File: src/rtl/led_pkg.sv
// Shared types for the status-LED driver: channel modes and the default channel
// configuration payload.
package led_pkg;

  localparam int unsigned LED_PERIOD_W = 16;
  localparam int unsigned LED_PWM_W    = 8;

  typedef enum logic [1:0] {
    OFF   = 2'd0,
    ON    = 2'd1,
    BLINK = 2'd2,
    PWM   = 2'd3
  } led_mode_t;

  // Default-width payload; modules with overridden widths declare their own twin.
  typedef struct packed {
    led_mode_t                 mode;
    logic [LED_PERIOD_W-1:0]   half_period;
    logic [LED_PWM_W-1:0]      duty;
  } led_cfg_t;

endpackage

File: src/rtl/tick_gen.sv
// Timebase prescaler: emits a one-cycle tick every CLK_FREQ_HZ/TICK_HZ enabled cycles.
// Disabling clears the prescaler so the next tick is a full period away.
module tick_gen #(
  parameter int unsigned CLK_FREQ_HZ = 100_000_000,
  parameter int unsigned TICK_HZ     = 1000
) (
  input  logic sys_clk,
  input  logic reset,
  input  logic enable,
  output logic tick
);

  localparam int unsigned DIV   = CLK_FREQ_HZ / TICK_HZ;
  localparam int unsigned CNT_W = (DIV > 1) ? $clog2(DIV) : 1;
  localparam logic [CNT_W-1:0] TERM = CNT_W'(DIV - 1);

  if (((CLK_FREQ_HZ % TICK_HZ) != 0) || (DIV < 2)) begin : g_bad_div
    $error("tick_gen: CLK_FREQ_HZ must be a multiple of TICK_HZ with quotient >= 2");
  end

  logic [CNT_W-1:0] cnt_q, cnt_d;
  logic             tick_q, tick_d;

  // tick_q is registered so it is high exactly while cnt_q sits at TERM.
  always_comb begin
    cnt_d  = '0;
    tick_d = 1'b0;
    if (enable) begin
      cnt_d  = (cnt_q == TERM) ? '0 : cnt_q + CNT_W'(1);
      tick_d = (cnt_d == TERM);
    end
  end

  always_ff @(posedge sys_clk) begin
    if (reset) begin
      cnt_q  <= '0;
      tick_q <= 1'b0;
    end else begin
      cnt_q  <= cnt_d;
      tick_q <= tick_d;
    end
  end

  assign tick = tick_q;

endmodule

File: src/rtl/led_pattern_driver.sv
// Multi-channel status-LED driver: per-channel OFF/ON/BLINK/PWM with a valid/ready
// configuration port; all LED activity is gated by the PLL lock flag.
module led_pattern_driver
  import led_pkg::*;
#(
  parameter int unsigned NUM_LEDS            = 2,
  parameter int unsigned CLK_FREQ_HZ         = 100_000_000,
  parameter int unsigned TICK_HZ             = 1000,
  parameter int unsigned PERIOD_W            = 16,
  parameter int unsigned PWM_W               = 8,
  parameter int unsigned DEFAULT_HALF_PERIOD = 1000
) (
  input  logic                sys_clk,
  input  logic                reset,
  input  logic                locked,
  input  logic                cfg_valid,
  output logic                cfg_ready,
  input  logic [3:0]          cfg_channel,
  input  led_mode_t           cfg_mode,
  input  logic [PERIOD_W-1:0] cfg_half_period,
  input  logic [PWM_W-1:0]    cfg_duty,
  output logic                cfg_error,
  output logic [NUM_LEDS-1:0] leds
);

  localparam int unsigned CH_W = 4;

  if ((NUM_LEDS < 1) || (NUM_LEDS > 16)) begin : g_bad_num_leds
    $error("led_pattern_driver: NUM_LEDS must be in 1..16");
  end

  typedef struct packed {
    led_mode_t           mode;
    logic [PERIOD_W-1:0] half_period;
    logic [PWM_W-1:0]    duty;
  } ch_cfg_t;

  logic                tick;
  logic                cfg_ready_q;
  logic                cfg_error_q, cfg_error_d;
  logic [PWM_W-1:0]    pwm_cnt_q, pwm_cnt_d;
  logic [NUM_LEDS-1:0] leds_q, leds_d;
  logic                cfg_fire_c;
  logic                cfg_in_range_c;

  tick_gen #(
    .CLK_FREQ_HZ (CLK_FREQ_HZ),
    .TICK_HZ     (TICK_HZ)
  ) u_tick_gen (
    .sys_clk (sys_clk),
    .reset   (reset),
    .enable  (locked),
    .tick    (tick)
  );

  // One extra bit so NUM_LEDS=16 still compares correctly.
  assign cfg_fire_c     = cfg_valid & cfg_ready_q;
  assign cfg_in_range_c = (5'(cfg_channel) < 5'(NUM_LEDS));

  always_comb begin
    cfg_error_d = cfg_error_q | (cfg_fire_c & ~cfg_in_range_c);
    pwm_cnt_d   = locked ? pwm_cnt_q + PWM_W'(1) : '0;
  end

  always_ff @(posedge sys_clk) begin
    if (reset) begin
      cfg_ready_q <= 1'b0;
      cfg_error_q <= 1'b0;
      pwm_cnt_q   <= '0;
      leds_q      <= '0;
    end else begin
      cfg_ready_q <= 1'b1;
      cfg_error_q <= cfg_error_d;
      pwm_cnt_q   <= pwm_cnt_d;
      leds_q      <= leds_d;
    end
  end

  for (genvar i = 0; i < NUM_LEDS; i++) begin : g_ch
    ch_cfg_t             cfg_q, cfg_d;
    logic [PERIOD_W-1:0] count_q, count_d;
    logic [PERIOD_W-1:0] last_c;
    logic                phase_q, phase_d;
    logic                wr_c;
    logic                led_c;

    assign wr_c   = cfg_fire_c && (cfg_channel == CH_W'(i));
    // A zero half-period behaves as one tick.
    assign last_c = (cfg_q.half_period == '0) ? '0 : cfg_q.half_period - PERIOD_W'(1);

    // Write beats lock loss, which beats the blink tick.
    always_comb begin
      cfg_d   = cfg_q;
      count_d = count_q;
      phase_d = phase_q;
      if (wr_c) begin
        cfg_d.mode        = cfg_mode;
        cfg_d.half_period = cfg_half_period;
        cfg_d.duty        = cfg_duty;
        count_d           = '0;
        phase_d           = 1'b0;
      end else if (!locked) begin
        count_d = '0;
        phase_d = 1'b0;
      end else if (tick && (cfg_q.mode == BLINK)) begin
        if (count_q == last_c) begin
          count_d = '0;
          phase_d = ~phase_q;
        end else begin
          count_d = count_q + PERIOD_W'(1);
        end
      end
    end

    always_comb begin
      led_c = 1'b0;
      case (cfg_q.mode)
        OFF:     led_c = 1'b0;
        ON:      led_c = 1'b1;
        BLINK:   led_c = phase_q;
        PWM:     led_c = (pwm_cnt_q < cfg_q.duty);
        default: led_c = 1'b0;
      endcase
    end

    assign leds_d[i] = locked & led_c;

    always_ff @(posedge sys_clk) begin
      if (reset) begin
        cfg_q.mode        <= BLINK;
        cfg_q.half_period <= PERIOD_W'(DEFAULT_HALF_PERIOD);
        cfg_q.duty        <= '0;
        count_q           <= '0;
        phase_q           <= 1'b0;
      end else begin
        cfg_q   <= cfg_d;
        count_q <= count_d;
        phase_q <= phase_d;
      end
    end
  end

  assign cfg_ready = cfg_ready_q;
  assign cfg_error = cfg_error_q;
  assign leds      = leds_q;

endmodule
File: config.mk
export PLATFORM = sky130hd
export DESIGN_NAME = led_pattern_driver
export DESIGN_NICKNAME = d
export VERILOG_FILES = /design/src/rtl/led_pkg.sv /design/src/rtl/tick_gen.sv /design/src/rtl/led_pattern_driver.sv
export SDC_FILE = /design/constraint.sdc
export NUM_CORES = 1
export LEC_CHECK = 0
export ABC_AREA = 1
export CAP_MARGIN = 10
export CORE_MARGIN = 3
export CORE_UTILIZATION = 43
export DETAILED_ROUTE_END_ITERATION = 8
export SLEW_MARGIN = 5
export SYNTH_ARGS = -nofsm -noshare
export SYNTH_HDL_FRONTEND = slang
export SYNTH_SLANG_ARGS = --single-unit
export TNS_END_PERCENT = 5
File: constraint.sdc
create_clock -name sys_clk -period 2.2 [get_ports sys_clk]
set_clock_uncertainty 0.15 [all_clocks]
set_input_delay 0.44 -clock sys_clk [delete_from_list [all_inputs] [get_ports sys_clk]]
set_output_delay 0.44 -clock sys_clk [all_outputs]
set_load 0.05 [all_outputs]
==> results of run 1 <==
[layer usage]
metal | global-route usage | vias to the layer above
li1 | - | 3568
met1 | 0.273 | 2976
met2 | 0.346 | 137
met3 | 0.0509 | 19
met4 | 0.0502 | 0
met5 | 0 | -
[kinds of logic after synthesis]
family	synth area share
AO/OA/AOI/OAI	0.116
XOR/XNOR	0.0455
adder cells (fa/ha/maj)	0.0372
buffers and inverters	0.101
flip-flops	0.345
AND/OR/NAND/NOR	0.356
[timing repair]
action                                  4_1_cts  5_1_grt
pin swaps                                    12       25
endpoints found under the setup margin       32       36
buffers inserted                              2        3
gates resized for setup                      35       46
gates cloned                                  1        0
[power breakdown]
group	switching, mW	internal [mW]
logic	0.166	0.141
clock network	1.02	1.84
registers	0.0118	2.12
total	1.19	4.10
[worst max-delay path, delay by kind of cell (launching register included)]
family,cells,cell delay (ns)
adder cells (fa/ha/maj),1,0.14
buffers and inverters,3,0.35
flip-flops,1,0.33
AND/OR/NAND/NOR,11,1.13
[placed cells by master, fill, tap and decap left out, types with 3 or more instances in the layout]
cell	synthesis	routed
clkdlybuf4s50_1	0	37
o211ai_1	4	4
o21ai_0	73	70
dfxtp_1	116	113
nand3_1	69	66
nand2_4	1	3
nand4_1	38	38
nor2_2	17	30
buf_4	0	86
nor4_1	7	6
bufinv_16	0	3
nand3b_1	4	4
nor3_1	17	15
clkinvlp_4	0	4
xnor2_1	3	3
inv_1	144	138
ha_1	20	18
o21ai_1	1	4
a21oi_1	71	70
nand2_2	5	14
nor3_2	3	5
nand2_1	222	210
nor2_4	2	10
clkbuf_16	0	17
dfxtp_2	0	3
nor2_1	133	112
and3_1	3	3
buf_6	3	7
nand3_4	0	3
nand3_2	6	6
inv_2	0	6
xor2_1	32	31
[area by class of cell]
type | count | area (um2) | area share
Clock inverter | 11 | 151 | 0.0171
Inverter | 145 | 544 | 0.0614
Sequential cell | 116 | 2330 | 0.262
Timing Repair Buffer | 132 | 1130 | 0.128
Tap cell | 211 | 264 | 0.0298
Clock buffer | 21 | 460 | 0.0519
Multi-Input combinational cell | 740 | 3990 | 0.450
[worst paths after layout]
kind / from / endpoint / slack (ns) / cells past startpoint
max reg2reg: g_ch[0].cfg_q[9] / g_ch[0].count_q[11] / -0.01 / 15
min reg2reg: g_ch[0].cfg_q[7] / g_ch[0].cfg_q[7] / 0.31 / 2
max: g_ch[0].cfg_q[9] / g_ch[0].count_q[11] / -0.01 / 15
min: g_ch[0].cfg_q[7] / g_ch[0].cfg_q[7] / 0.31 / 2
[sequential cells by signal, indices dropped and copies added (netlist names)]
signal            flops
g_ch.cfg_q           52
g_ch.count_q         32
u_tick_gen.cnt_q     17
pwm_cnt_q             8
g_ch.phase_q          2
leds                  2
cfg_error             1
cfg_ready             1
u_tick_gen.tick       1
[per-stage QoR]
stage	std cells	area [um2]	power, mW
CTS	1373	8700	5.35
floorplan	1024	6740	2.32
detailed placement	1338	7940	2.47
global placement	1338	7940	2.46
global route	1376	8870	5.48
finish	1376	8870	5.30
==> impl_results.md, run 1 <==
- Cts hold-fix bufs: 0
- Port bufs: 37
- Tot GR Track Use: 0.208
- Cell row count: 45
- Most common cell on crit path: nor2_1
- Setup crit end kind: register
- Initial core utilization: 0.441
- First-pass GRT wire length: 29500 um
- Top cells by area, synth: dfxtp_1, nand2_1, inv_1, nor2_1, o21ai_0
- Max-cap violation count: 0
- DR DRC count: 0
- Post-DR wirelength/cell: 13.0 um
- Vias per Instance: 4.87
- Die area: 17200 um2
- N_diodes: 0
- Seq cells post-synth: 116
- Worst setup margin: -0.0114 ns
- Max frequency: 452 MHz
- Tmin final: 2.21 ns
- Pwr/cell area: 597 nW/um2
- CTS sink count: 116
- WP data arrival: 2.37 ns
- Syn Inst Count: 1024
- Tcrit/Tclk final: 1.01
- Synthesized cell area: 6730 um2
- Pin count of the biggest net entering global routing: 40
- Wire length on met3: 756 um
- GRT overflow: 0
- TritonCTS buffer count: 17
- H-tree Lvls: 4
- Worst Path Max Fanout: 12
- Count of cell types in the netlist: 34
- EDFF count, synth: 0
- Post-route ant nets: 0
- Final wirelength: 17900 um
- Filler cell count: 1451
- Die Wd: 131 um
- Hold Vio Cnt, Final: 0
- CP peak stage delay: 0.33 ns
- Synth area leader: dfxtp_1
- Outcome: finished with violations
- Mean Syn Cell Area: 6.57 um2
- Share of the synthesized area in the top cell type: 0.345
- Worst-Skew Late Latency: 0.42 ns
- Vias in the first global route: 6384
- Total Nets Final: 1206
- Layout cell share with drive strength beyond 1: 0.184
- Root Buffer: clkbuf_16
- Setup TNS: -0.0781 ns
- DR top layer: met4
- GPL Wtd Cong: 0.884
- Synth top cells by count: nand2_1, inv_1, nor2_1
- Core area: 15300 um2
- Wl on met1: 8680 um
- Slew Viols, Final: 0
- Initial DRC Count: 316
- 1st-pass router iterations: 5
- Max rail drop VDD: 561 uV
- Worst Path Class, Setup: reg -> reg
- Ys Warns: 0
- Leakage: 3.73 nW
- Via count: 6700
- WHS: 0.308 ns
- Setup Viol. Count Final: 12
- Longest Clk Path Bufs: 2
- CTS tree: done
- Routed wl met2: 8240 um
- Final Util: 0.581
- Syn nets: 1078
- Chip height: 131 um
- Initial antenna violation count: 0
- Slew HR: 0.665
- Failing checks: setup timing
- Dominant cell by count in the synthesized netlist: nand2_1
- RSZ-0062 raised after global routing: true
- Clock-pin slew on the worst setup and hold paths: 0.06 ns
- WP data required: 2.36 ns
- DP Worst Slack: -0.171 ns
- Area Growth Syn to Fin: 31.7%
- Worst-margin pin slew: 0.502 ns
- Share of async-settable or async-resettable flops after synthesis: 0
- Post-synth top flop: dfxtp_1
- CP max stage cell: dfxtp_2
- Io pins: 38
- Hold WC Path Type: reg -> reg
- HPWL after DPL: 13500 um
- CP Cell Sequence: inv_2 -> ha_4 -> nand3_4 -> buf_6 -> nor2_4 -> nand3_1 -> nand4_1 -> nand2_1 -> nor2_1 -> nand2_1 -> nor2_1 -> nand3_2 -> nand2_2 -> buf_12 -> nor2_1
- CP Launch Type: register
- Sequential fraction of the synthesis area: 0.345
No activity file was read; power rests on OpenSTA's default activity.
==> inputs of run 2 (changes only) <==
--- a/constraint.sdc
+++ b/constraint.sdc
@@ -4,2 +4,2 @@
 set_output_delay 0.44 -clock sys_clk [all_outputs]
-set_load 0.05 [all_outputs]
+set_load 0.1 [all_outputs]
==> run 2 against run 1 <==
The flow still finishes with violations (setup timing). First-iteration DRC count is 1.6% lower. Core utilization is 0.91 points lower. Routed wire length is 0.93% lower. Maximum frequency about the same. Setup slack is essentially flat. Worst hold slack lost 0.00057 ns.
==> impl_results.md, run 2 (synthesis results as in run 1) <==
- 1st-pass router iterations: 6 (was 5)
- Core area: 15300 um2 (unchanged)
- GRT overflow: 0 (unchanged)
- Max-cap violation count: 0 (unchanged)
- Area Growth Syn to Fin: 29.7% (was 31.7%)
- Slew Viols, Final: 0 (unchanged)
- N_diodes: 0 (unchanged)
- GPL Wtd Cong: 0.915 (was 0.884)
- Placed inst area: 7940 um2 (about the same)
- Hold Vio Cnt, Final: 0 (unchanged)
- Commonest non-fill, non-tap cell in the layout: nand2_1 (unchanged)
- Finished Layout Cells: 1371 (was 1376)
- CP Cell Sequence: inv_2 -> buf_4 -> nand2_2 -> buf_4 -> nor2_2 -> nand2_1 -> nand2_1 -> nand3_1 -> nand2_1 -> nand2_1 -> nor2_1 -> nand2_1 -> nor2_2 -> nand3_2 -> nand2_2 -> buf_12 -> nor2_1 (was inv_2 -> ha_4 -> nand3_4 -> buf_6 -> nor2_4 -> nand3_1 -> nand4_1 -> nand2_1 -> nor2_1 -> nand2_1 -> nor2_1 -> nand3_2 -> nand2_2 -> buf_12 -> nor2_1)
- Pin count of the biggest net entering global routing: 40 (unchanged)
- CTS tree: done (unchanged)
- CP max stage cell: dfxtp_1 (was dfxtp_2)
- Final Util: 0.572 (was 0.581)
- Post-DR wirelength/cell: 12.9 um (was 13.0 um)
- Failing checks: setup timing (unchanged)
- Most frequent cells in the layout: nand2_1, inv_1, dfxtp_1, nor2_1, buf_4 (unchanged)
- CP peak stage delay: 0.30 ns (was 0.33 ns)
- DR DRC count: 0 (unchanged)
- Cell row count: 45 (unchanged)
- Tot GR Track Use: 0.209 (was 0.208)
- Initial core utilization: 0.441 (unchanged)
- Chip height: 131 um (unchanged)
- Pwr/cell area: 567 nW/um2 (was 597 nW/um2)
- Max frequency: 452 MHz (about the same)
- Io pins: 38 (unchanged)
- Slew HR: 0.773 (was 0.665)
- TritonCTS buffer count: 17 (unchanged)
- Most common cell on crit path: nand2_1 (was nor2_1)
- Seq pwr share: 0.431 (was 0.402)
- WP data arrival: 2.36 ns (was 2.37 ns)
- Total Nets Final: 1201 (was 1206)
- Die Wd: 131 um (unchanged)
- Comb pwr share: 0.062 (was 0.058)
- Worst setup margin: -0.0117 ns (was -0.0114 ns)
- Worst Path Class, Setup: reg -> reg (unchanged)
- Longest Clk Path Bufs: 2 (unchanged)
- WHS: 0.308 ns (about the same)
- Tmin final: 2.21 ns (about the same)
- Outcome: finished with violations (unchanged)
- Worst-margin pin slew: 0.338 ns (was 0.502 ns)
- Initial DRC Count: 311 (was 316)
- DP Worst Slack: -0.0920 ns (was -0.171 ns)
- CTS sink count: 116 (unchanged)
- Port bufs: 37 (unchanged)
- Initial antenna violation count: 0 (unchanged)
- FF-to-FF setup slack: -0.01 ns (about the same)
- RSZ-0062 raised after global routing: true (unchanged)
- Die area: 17200 um2 (unchanged)
- Layout cell share with drive strength beyond 1: 0.175 (was 0.184)
- Root Buffer: clkbuf_16 (unchanged)
- First-pass GRT wire length: 29900 um (was 29500 um)
- Dpl cells: 1336 (was 1338)
- Setup Viol. Count Final: 12 (unchanged)
- H-tree Lvls: 4 (unchanged)
- HPWL after DPL: 13500 um (about the same)
- Largest register FFs: 52 (unchanged)
- WP data required: 2.35 ns (was 2.36 ns)
- Setup crit end kind: register (unchanged)
- Vias in the first global route: 6477 (was 6384)
- Clock power share: 0.507 (was 0.540)
- Tcrit/Tclk final: 1.01 (about the same)
- Internal power: 3.79 mW (was 4.10 mW)
- Switch Pwr: 1.16 mW (was 1.19 mW)
- Largest registers: g_ch.cfg_q x52, g_ch.count_q x32, u_tick_gen.cnt_q x17 (unchanged)
- Most flops, register: g_ch.cfg_q (unchanged)
- Post-route ant nets: 0 (unchanged)
- Hold WC Path Type: reg -> reg (unchanged)
- Final wirelength: 17700 um (was 17900 um)
- Clock-pin slew on the worst setup and hold paths: 0.06 ns (about the same)
- Vias per Instance: 4.96 (was 4.87)
- Switching Fraction: 0.234 (was 0.226)
- Design Area, Final: 8730 um2 (was 8870 um2)
- Worst-Skew Late Latency: 0.41 ns (was 0.42 ns)
- Worst Path Max Fanout: 12 (unchanged)
- Via count: 6803 (was 6700)
- Leakage: 3.71 nW (was 3.73 nW)
- CP Launch Type: register (unchanged)
- Max rail drop VDD: 509 uV (was 561 uV)
## run 2: cell types whose count changed in the layout (fill, tap and decap cells not counted), sizes merged
cell           previous run  this run
clkbuf                   21        22
bufinv                    3         1
clkinvlp                  4         3
inv                     145       144
buf                      95        94
clkdlybuf4s50            37        33
clkinv                    4         8
nand2                   229       228
## run 2: power by group through the flow
stage	clock network (mW)	registers, mW	logic [mW]
after floorplan	0	2.19	0.135
after CTS	2.55	2.13	0.303
after detailed placement	0	2.18	0.295
final	2.51	2.13	0.308
after global routing	2.64	2.13	0.339
after global placement	0	2.18	0.294
## run 2: area by class of cell
class	count	area (um2)
Timing Repair Buffer	128	1120
Multi-Input combinational cell	739	3950
Clock inverter	11	87.6
Sequential cell	116	2330
Tap cell	211	264
Clock buffer	21	440
Fill cell	1532	6530
Inverter	145	544
## run 2: layer usage
metal / vias up / wire (um) / GRT usage
li1: 3559 / - / -
met1: 3064 / 8510 / 0.286
met2: 153 / 7970 / 0.333
met3: 27 / 859 / 0.0368
met4: 0 / 361 / 0.0741
met5: - / 0 / 0
## run 2: per-stage QoR
stage                     setup TNS, ns  power [mW]
after detailed placement          -2.22        2.47
after global placement           -0.539        2.47
final                           -0.0731        4.95
after CTS                       -0.0529        4.98
after global routing              -4.87        5.11
after floorplan                  -0.570        2.33
## run 2: final timing paths
kind,from,to,cells past startpoint
min,g_ch[0].cfg_q[4],g_ch[0].cfg_q[4],2
min reg2reg,g_ch[0].cfg_q[4],g_ch[0].cfg_q[4],2
max,g_ch[0].cfg_q[8],g_ch[0].count_q[2],17
max reg2reg,g_ch[0].cfg_q[8],g_ch[0].count_q[2],17
## run 2: critical path: cells and delay by family, from the launching register on
kind / cells / cell delay (ns)
buffers and inverters: 4 / 0.50
flip-flops: 1 / 0.30
AND/OR/NAND/NOR: 13 / 1.14
## run 2: repair_timing
action / CTS / global route
pin swaps: 4 / 13
gates resized for setup: 22 / 44
hold buffers: 0 / 0
endpoints found under the setup margin: 34 / 36
setup buffers: 0 / 2
cloned: 0 / 1
